===== src/rtl/cal_pkg.sv =====
// Calendar constants shared by the day counter and its month-length lookup.
package cal_pkg;

    localparam logic [5:0] MO_JAN = 6'd1;
    localparam logic [5:0] MO_FEB = 6'd2;
    localparam logic [5:0] MO_MAR = 6'd3;
    localparam logic [5:0] MO_APR = 6'd4;
    localparam logic [5:0] MO_MAY = 6'd5;
    localparam logic [5:0] MO_JUN = 6'd6;
    localparam logic [5:0] MO_JUL = 6'd7;
    localparam logic [5:0] MO_AUG = 6'd8;
    localparam logic [5:0] MO_SEP = 6'd9;
    localparam logic [5:0] MO_OCT = 6'd10;
    localparam logic [5:0] MO_NOV = 6'd11;
    localparam logic [5:0] MO_DEC = 6'd12;

    localparam logic [5:0] DAYS_31       = 6'd31;
    localparam logic [5:0] DAYS_30       = 6'd30;
    localparam logic [5:0] DAYS_FEB      = 6'd28;
    localparam logic [5:0] DAYS_FEB_LEAP = 6'd29;

    localparam logic [5:0] DAY_MIN = 6'd1;

endpackage


===== src/rtl/dim_lut.sv =====
// Days-in-month lookup from month number and leap flag; out-of-range months read as 31.
module dim_lut
    import cal_pkg::*;
(
    input  logic [5:0] cnt_mo,
    input  logic       leap,
    output logic [5:0] dim
);

    always_comb begin
        dim = DAYS_31;
        case (cnt_mo)
            MO_JAN, MO_MAR, MO_MAY, MO_JUL,
            MO_AUG, MO_OCT, MO_DEC:         dim = DAYS_31;
            MO_APR, MO_JUN, MO_SEP, MO_NOV: dim = DAYS_30;
            MO_FEB:                         dim = leap ? DAYS_FEB_LEAP : DAYS_FEB;
            default:                        dim = DAYS_31;
        endcase
    end

endmodule


===== src/rtl/cnt_day.sv =====
// Day-of-month counter with set-mode stepping, range clamping and month carry.
// Define CNT_DAY_FULL_GREGORIAN_EN for the full century-aware leap rule.
module cnt_day
    import cal_pkg::*;
#(
    parameter int unsigned YEAR_W    = 7,
    parameter int unsigned YEAR_BASE = 2000
) (
    input  logic              clk,
    input  logic              rst,
    input  logic              pulse_1d,
    input  logic              increase_d,
    input  logic              decrease_d,
    input  logic              enable_cnt_d,
    input  logic [5:0]        cnt_mo,
    input  logic [YEAR_W-1:0] cnt_y,
    output logic [5:0]        cnt_d,
    output logic              pulse_1mo
);

    logic       leap;
    logic [5:0] dim;
    logic [5:0] cnt_d_d, cnt_d_q;

`ifdef CNT_DAY_FULL_GREGORIAN_EN
    logic [11:0] year_abs;

    always_comb begin
        year_abs = 12'(YEAR_BASE) + 12'(cnt_y);
        leap = ((year_abs % 12'd4) == 12'd0) &&
               (((year_abs % 12'd100) != 12'd0) || ((year_abs % 12'd400) == 12'd0));
    end
`else
    // Every fourth year is leap; exact for a 2000-based window up to 2099.
    logic        unused_year_hi;
    logic [31:0] unused_base;

    assign leap           = (cnt_y[1:0] == 2'b00);
    assign unused_year_hi = ^cnt_y[YEAR_W-1:2];
    assign unused_base    = YEAR_BASE;
`endif

    dim_lut u_dim_lut (
        .cnt_mo (cnt_mo),
        .leap   (leap),
        .dim    (dim)
    );

    always_comb begin
        cnt_d_d = cnt_d_q;
        if (cnt_d_q > dim) begin
            cnt_d_d = dim;
        end else if (enable_cnt_d && pulse_1d) begin
            cnt_d_d = (cnt_d_q == dim) ? DAY_MIN : cnt_d_q + 6'd1;
        end else if (!enable_cnt_d && increase_d) begin
            cnt_d_d = (cnt_d_q == dim) ? DAY_MIN : cnt_d_q + 6'd1;
        end else if (!enable_cnt_d && decrease_d) begin
            cnt_d_d = (cnt_d_q == DAY_MIN) ? dim : cnt_d_q - 6'd1;
        end
    end

    always_ff @(posedge clk or posedge rst) begin
        if (rst) begin
            cnt_d_q <= DAY_MIN;
        end else begin
            cnt_d_q <= cnt_d_d;
        end
    end

    assign cnt_d = cnt_d_q;

    // Zero-latency carry so the month advances on the same edge the day wraps.
    assign pulse_1mo = enable_cnt_d & pulse_1d & (cnt_d_q == dim) & ~rst;

endmodule


===== config.mk =====
export PLATFORM = sky130hd
export DESIGN_NAME = cnt_day
export DESIGN_NICKNAME = d
export VERILOG_FILES = /design/src/rtl/cal_pkg.sv /design/src/rtl/dim_lut.sv /design/src/rtl/cnt_day.sv
export SDC_FILE = /design/constraint.sdc
export NUM_CORES = 1
export LEC_CHECK = 0
export ABC_AREA = 1
export ABC_CLOCK_PERIOD_IN_PS = 1760
export CAP_MARGIN = 0
export CORE_MARGIN = 8
export CORE_UTILIZATION = 45
export CTS_BUF_LIST = sky130_fd_sc_hd__clkbuf_16
export DETAILED_ROUTE_END_ITERATION = 8
export DONT_BUFFER_PORTS = 1
export PLACE_DENSITY_LB_ADDON = 0.08
export SETUP_SLACK_MARGIN = 0.4
export SLEW_MARGIN = 20
export SYNTH_ARGS = -nofsm -noshare
export SYNTH_HDL_FRONTEND = slang
export SYNTH_HIERARCHICAL = 1
export SYNTH_SLANG_ARGS = --single-unit

===== constraint.sdc =====
create_clock -name clk -period 1.76 [get_ports clk]
set_input_delay 0.088 -clock clk [delete_from_list [all_inputs] [get_ports clk]]
set_output_delay 0.088 -clock clk [all_outputs]
set_load 0.01 [all_outputs]

After elaboration in Yosys (flattened, before gate mapping)
Cells that the tools add are included.

operators by class
  add/sub/neg operators = 2
  order comparisons = 1
  equal/unequal tests = 7
  mux-type cells = 8
  bitwise logic cells = 4
  reduce and logical (&&, ||, !) cells = 7

operator list
  cell                 count
  $mux 6               6
  $eq 6x3->1 const B   2
  $eq 6x4->1 const B   2
  $pmux 6 s2           1
  $add 6x1->6 const B  1
  $eq 6x1->1 const B   1
  $eq 6x2->1 const B   1
  $eq 6x6->1           1
  $gt 6x6->1           1
  $sub 6x1->6 const B  1
  $reduce_bool 4->1    1
  $reduce_or 4->1      1
  $and 1x1->1          3
  $logic_and 1x1->1    3
  $logic_not 2->1      1
  $logic_not 1->1      1
  $mux 1               1
  $not 1->1            1

word-level totals
  flip-flop bits (word level) = 6

Longest topological paths before layout
  depth in word-level cells = 8
  mapped depth = 17

Hierarchy
The synthesis kept the hierarchy.

by module, submodules not included
  module   instances  cells an instance  area each (µm²)
  cnt_day  1          148                953.4
  dim_lut  1          18                 88.8

Worst setup path before layout
OpenSTA, ideal clock, no wires.

  path type = register to register
  from = register cnt_d_q[0], in the netlist cnt_d[0]
  to = register cnt_d_q[1], in the netlist cnt_d[1]
  setup time = 117 ps
  arrival time = 1693 ps
  required time = 1643 ps
  path slack = -50 ps
  cell stages (with the launch flop) = 11
  clock period less this slack = 1810 ps
  cells stage by stage = dfstp_2 -> inv_1 -> ha_1 -> nand2_1 -> nor2_2 -> nand2_4 -> nand2_4 -> buf_6 -> nand4_1 -> nand2_1 -> nand2_1

between the ends
  cells in the longest elaborated chain, start to end = 6
  elaborated cells on any way between the ends = 12

RTL lines
  item                                       RTL line       RTL
  start, declared                            cnt_day.sv:23  logic [5:0] cnt_d_d, cnt_d_q;
  start signal, assigned                     cnt_day.sv:66  cnt_d_q <= cnt_d_d;
  $sub 6x1->6 or $eq 6x1->1 (tied branches)  cnt_day.sv:58  cnt_d_d = (cnt_d_q == DAY_MIN) ? dim : cnt_d_q - 6'd1;
  $mux 6                                     cnt_day.sv:58
  $mux 6                                     cnt_day.sv:57  end else if (!enable_cnt_d && decrease_d) begin
  $mux 6                                     cnt_day.sv:55  end else if (!enable_cnt_d && increase_d) begin
  $mux 6                                     cnt_day.sv:53  end else if (enable_cnt_d && pulse_1d) begin
  $mux 6                                     cnt_day.sv:51  if (cnt_d_q > dim) begin

Parallel ways exist; a longest one is shown, timed or not. The select of a mux whose other input is x is not followed.
A chain may end at the register's enable or synchronous reset.

Worst setup path in the final report
  from = register cnt_d_q[0], in the netlist cnt_d[0]
  to = output port pulse_1mo

between the ends
  cells in the longest elaborated chain, start to end = 3

RTL lines
  item                      RTL line       RTL
  $eq 6x6->1                cnt_day.sv:73  assign pulse_1mo = enable_cnt_d & pulse_1d & (cnt_d_q == dim) & ~rst;
  $and 1x1->1 (2 in a row)  cnt_day.sv:73
  end, declared             cnt_day.sv:18  output logic pulse_1mo

No other way between the ends.

==> run summary <==
Skew-Pair Late Insertion Delay: 0.23 ns
Number of cells produced by synthesis: 166
IO buf count: 0
VDD IR max: 1.04 mV
Clock power share: 16.0%
CTS sink cnt: 6
Seq pwr share: 12.5%
Ant. Diodes: 0
H-tree Lvls: 1
Initial antenna violation count: 0
GRT Residual Overflow: 0
DRC violations left: 0
Largest net degree at the start of global routing: 12
Filler cells: 214
Die X: 64.1 um
Via count: 1042
Pwr Total: 2.33 mW
I/O pins: 26
Worst reg2reg endpoint: cnt_d[5]
Most frequent cells in the layout: 49 x nand2_1, 22 x inv_1, 19 x nand3_1
Startpoint Class: register
#FFs+latches synth: 6
Combinational Power Share: 71.5%
Setup crit end kind: output pin
Post-DR wirelength/cell: 13.2 um
Final Cycle Share: 96.0%
Starting density of the core: 47.1%
Cell Area, Synth: 1040 um2
WS Path Type: reg -> out
Switching portion of total power: 49.7%
Core area: 2210 um2
First-pass DRT Iterations: 4
RSZ-0062 raised after global routing: true
PnR worst setup slack: 0.0700 ns
Count of final max-slew check failures: 0
Max Cap Violations: 0
Hold path start: decrease_d
Minimum clock period: 1.69 ns
Synth top area cells: nand2_1 19%, dfrtp_1 12%, ha_1 11%
Max reg flops: 6
Die area: 4110 um2
Nets: 210
Ratio of cells with drive above 1 in the final layout: 28.2%
Worst hold endpoint: cnt_d[0]
Worst EP arrival: 1.60 ns
Initial DRC Count: 78
DIE HEIGHT: 64.1 um
Vias per inst: 4.99
R2R Path Start: cnt_d[0]
Cell accounting for the most synthesized area: nand2_1
Pleak: 0.718 nW
Clock Skew: 0.00328 ns
Sequential area share after synthesis: 14.5%
Post-DP HPWL: 2.07 mm
Commonest non-fill, non-tap cell in the layout: nand2_1
Num rows: 17
R2R depth: 13
Clock tree from TritonCTS: done
WHS Path Cells: 3
Area Growth Syn to Fin: 28.9%
R2R Setup Slk: 0.09 ns
Synth unique cells: 29
Min-delay worst type: in -> reg
Status: completed
Global-route wire length before repair: 4.76 mm
Switching power: 1.16 mW
Routed WL: 2.76 mm
Critical path peak fanout: 7
Internal Power: 1.17 mW
Final ANT Viol Nets: 0
Yosys top cell area share: 19.1%
Data required, critical path: 1.67 ns
Gp weighted congestion: 0.858
Register clock-pin slew on the reported worst setup and hold paths: 0.03 ns
Synth warn: 6
Clock root buffer: clkbuf_16
Final setup fails: 0
Num CTS Buffers: 3
Post-Syn Area per Cell: 6.28 um2
Pre-CTS WS: 0.00488 ns
Global-route total usage across every layer: 14.1%
Vias in the first global route: 1076
Power Dens Cells: 1730 nW/um2
Fin. Hold Viols: 0
Fmax: 592 MHz
Clock Tree Buf Depth: 2
worst max-delay path, stage by stage (launching register included):
cell     delay (ns)
dfstp_2        0.54
inv_4          0.05
ha_4           0.26
nand2_4        0.04
nor2_4         0.09
nand2_4        0.12
nor3_2         0.13
buf_4          0.14
worst max-delay path by stage:
stage	from	endpoint	slack, ns
after floorplan	cnt_d[0]	cnt_d[4]	0.03
after global placement	cnt_d[0]	cnt_d[1]	0.04
after detailed placement	cnt_d[0]	cnt_d[1]	0.005
after CTS	cnt_d[0]	pulse_1mo	0.03
after global routing	cnt_d[0]	cnt_d[5]	-0.03
final	cnt_d[0]	pulse_1mo	0.07
metal layers:
layer  vias to the layer above  global-route usage, %  share of wire (%)
met1                       465                   17.3                 46
met2                        27                   22.8                 48
met3                         4                   3.31                5.2
met4                         0                   6.27                1.5
met5                         -                      0                  0
li1                        546                      -                  -
layout make-up:
| class | count | area [um2] | area share (%) |
|---|---|---|---|
| Tap cell | 28 | 35.0 | 2.61 |
| Inverter | 25 | 101 | 7.54 |
| Clock inverter | 1 | 3.75 | 0.279 |
| Multi-Input combinational cell | 131 | 853 | 63.5 |
| Clock buffer | 3 | 75.1 | 5.59 |
| Timing Repair Buffer | 15 | 123 | 9.12 |
| Sequential cell | 6 | 153 | 11.4 |
power by group through the flow:
stage / registers [mW] / logic, mW / clock network (mW)
4_1_cts: 0.277 / 1.55 / 0.374
5_1_grt: 0.301 / 1.85 / 0.391
2_1_floorplan: 0.360 / 1.04 / 0
6_report: 0.292 / 1.66 / 0.373
3_3_place_gp: 0.277 / 1.37 / 0
3_5_place_dp: 0.279 / 1.40 / 0
cells in the mapped netlist:
master	number
nand3_4	1
nand4_1	6
xor2_1	2
conb_1	2
o21ai_4	1
dfstp_2	1
nand3_2	1
a21oi_1	2
nand2_2	3
o21ai_0	1
nor2_4	1
nor2_2	3
o21ai_2	1
a21oi_4	1
nor2_8	1
nor2_1	13
nand2_1	53
nand2_4	4
ha_1	9
nor3_1	1
buf_6	2
nand3_1	19
or2_0	1
buf_4	5
inv_1	22
inv_2	2
dfrtp_1	5
o21ai_1	2
clkinv_1	1
cells by family after synthesis:
| logic type | count (synthesis) | share of synthesized area [%] |
|---|---|---|
| AOI/OAI and AO/OA | 8 | 6.36 |
| xor gates and xnor gates | 2 | 1.68 |
| adders and majority gates | 9 | 10.8 |
| buffers and inverters | 32 | 14.8 |
| DFF | 6 | 14.5 |
| other | 2 | 0.721 |
| and+or+nand+nor | 107 | 51.1 |
through the flow:
step           util (%)  cells  instance area, um2  setup TNS, ns  hold WS [ns]
2_1_floorplan         -    168                1080              0        -0.122
3_3_place_gp       50.3    197                1110              0        -0.106
3_5_place_dp       50.3    197                1110              0        -0.104
4_1_cts            58.3    207                1290              0        0.0973
5_1_grt            60.7    209                1340        -0.0257         0.113
6_report           60.7    209                1340              0         0.104
what timing repair did:
item,in CTS,in global routing
pin swaps,4,9
hold endpoints to repair,6,0
setup buffers,4,2
resized for setup,8,8
endpoints found under the setup margin,7,7
hold buffers,1,0
cloned,1,0
Note: power is estimated with default switching activity, not from simulation.
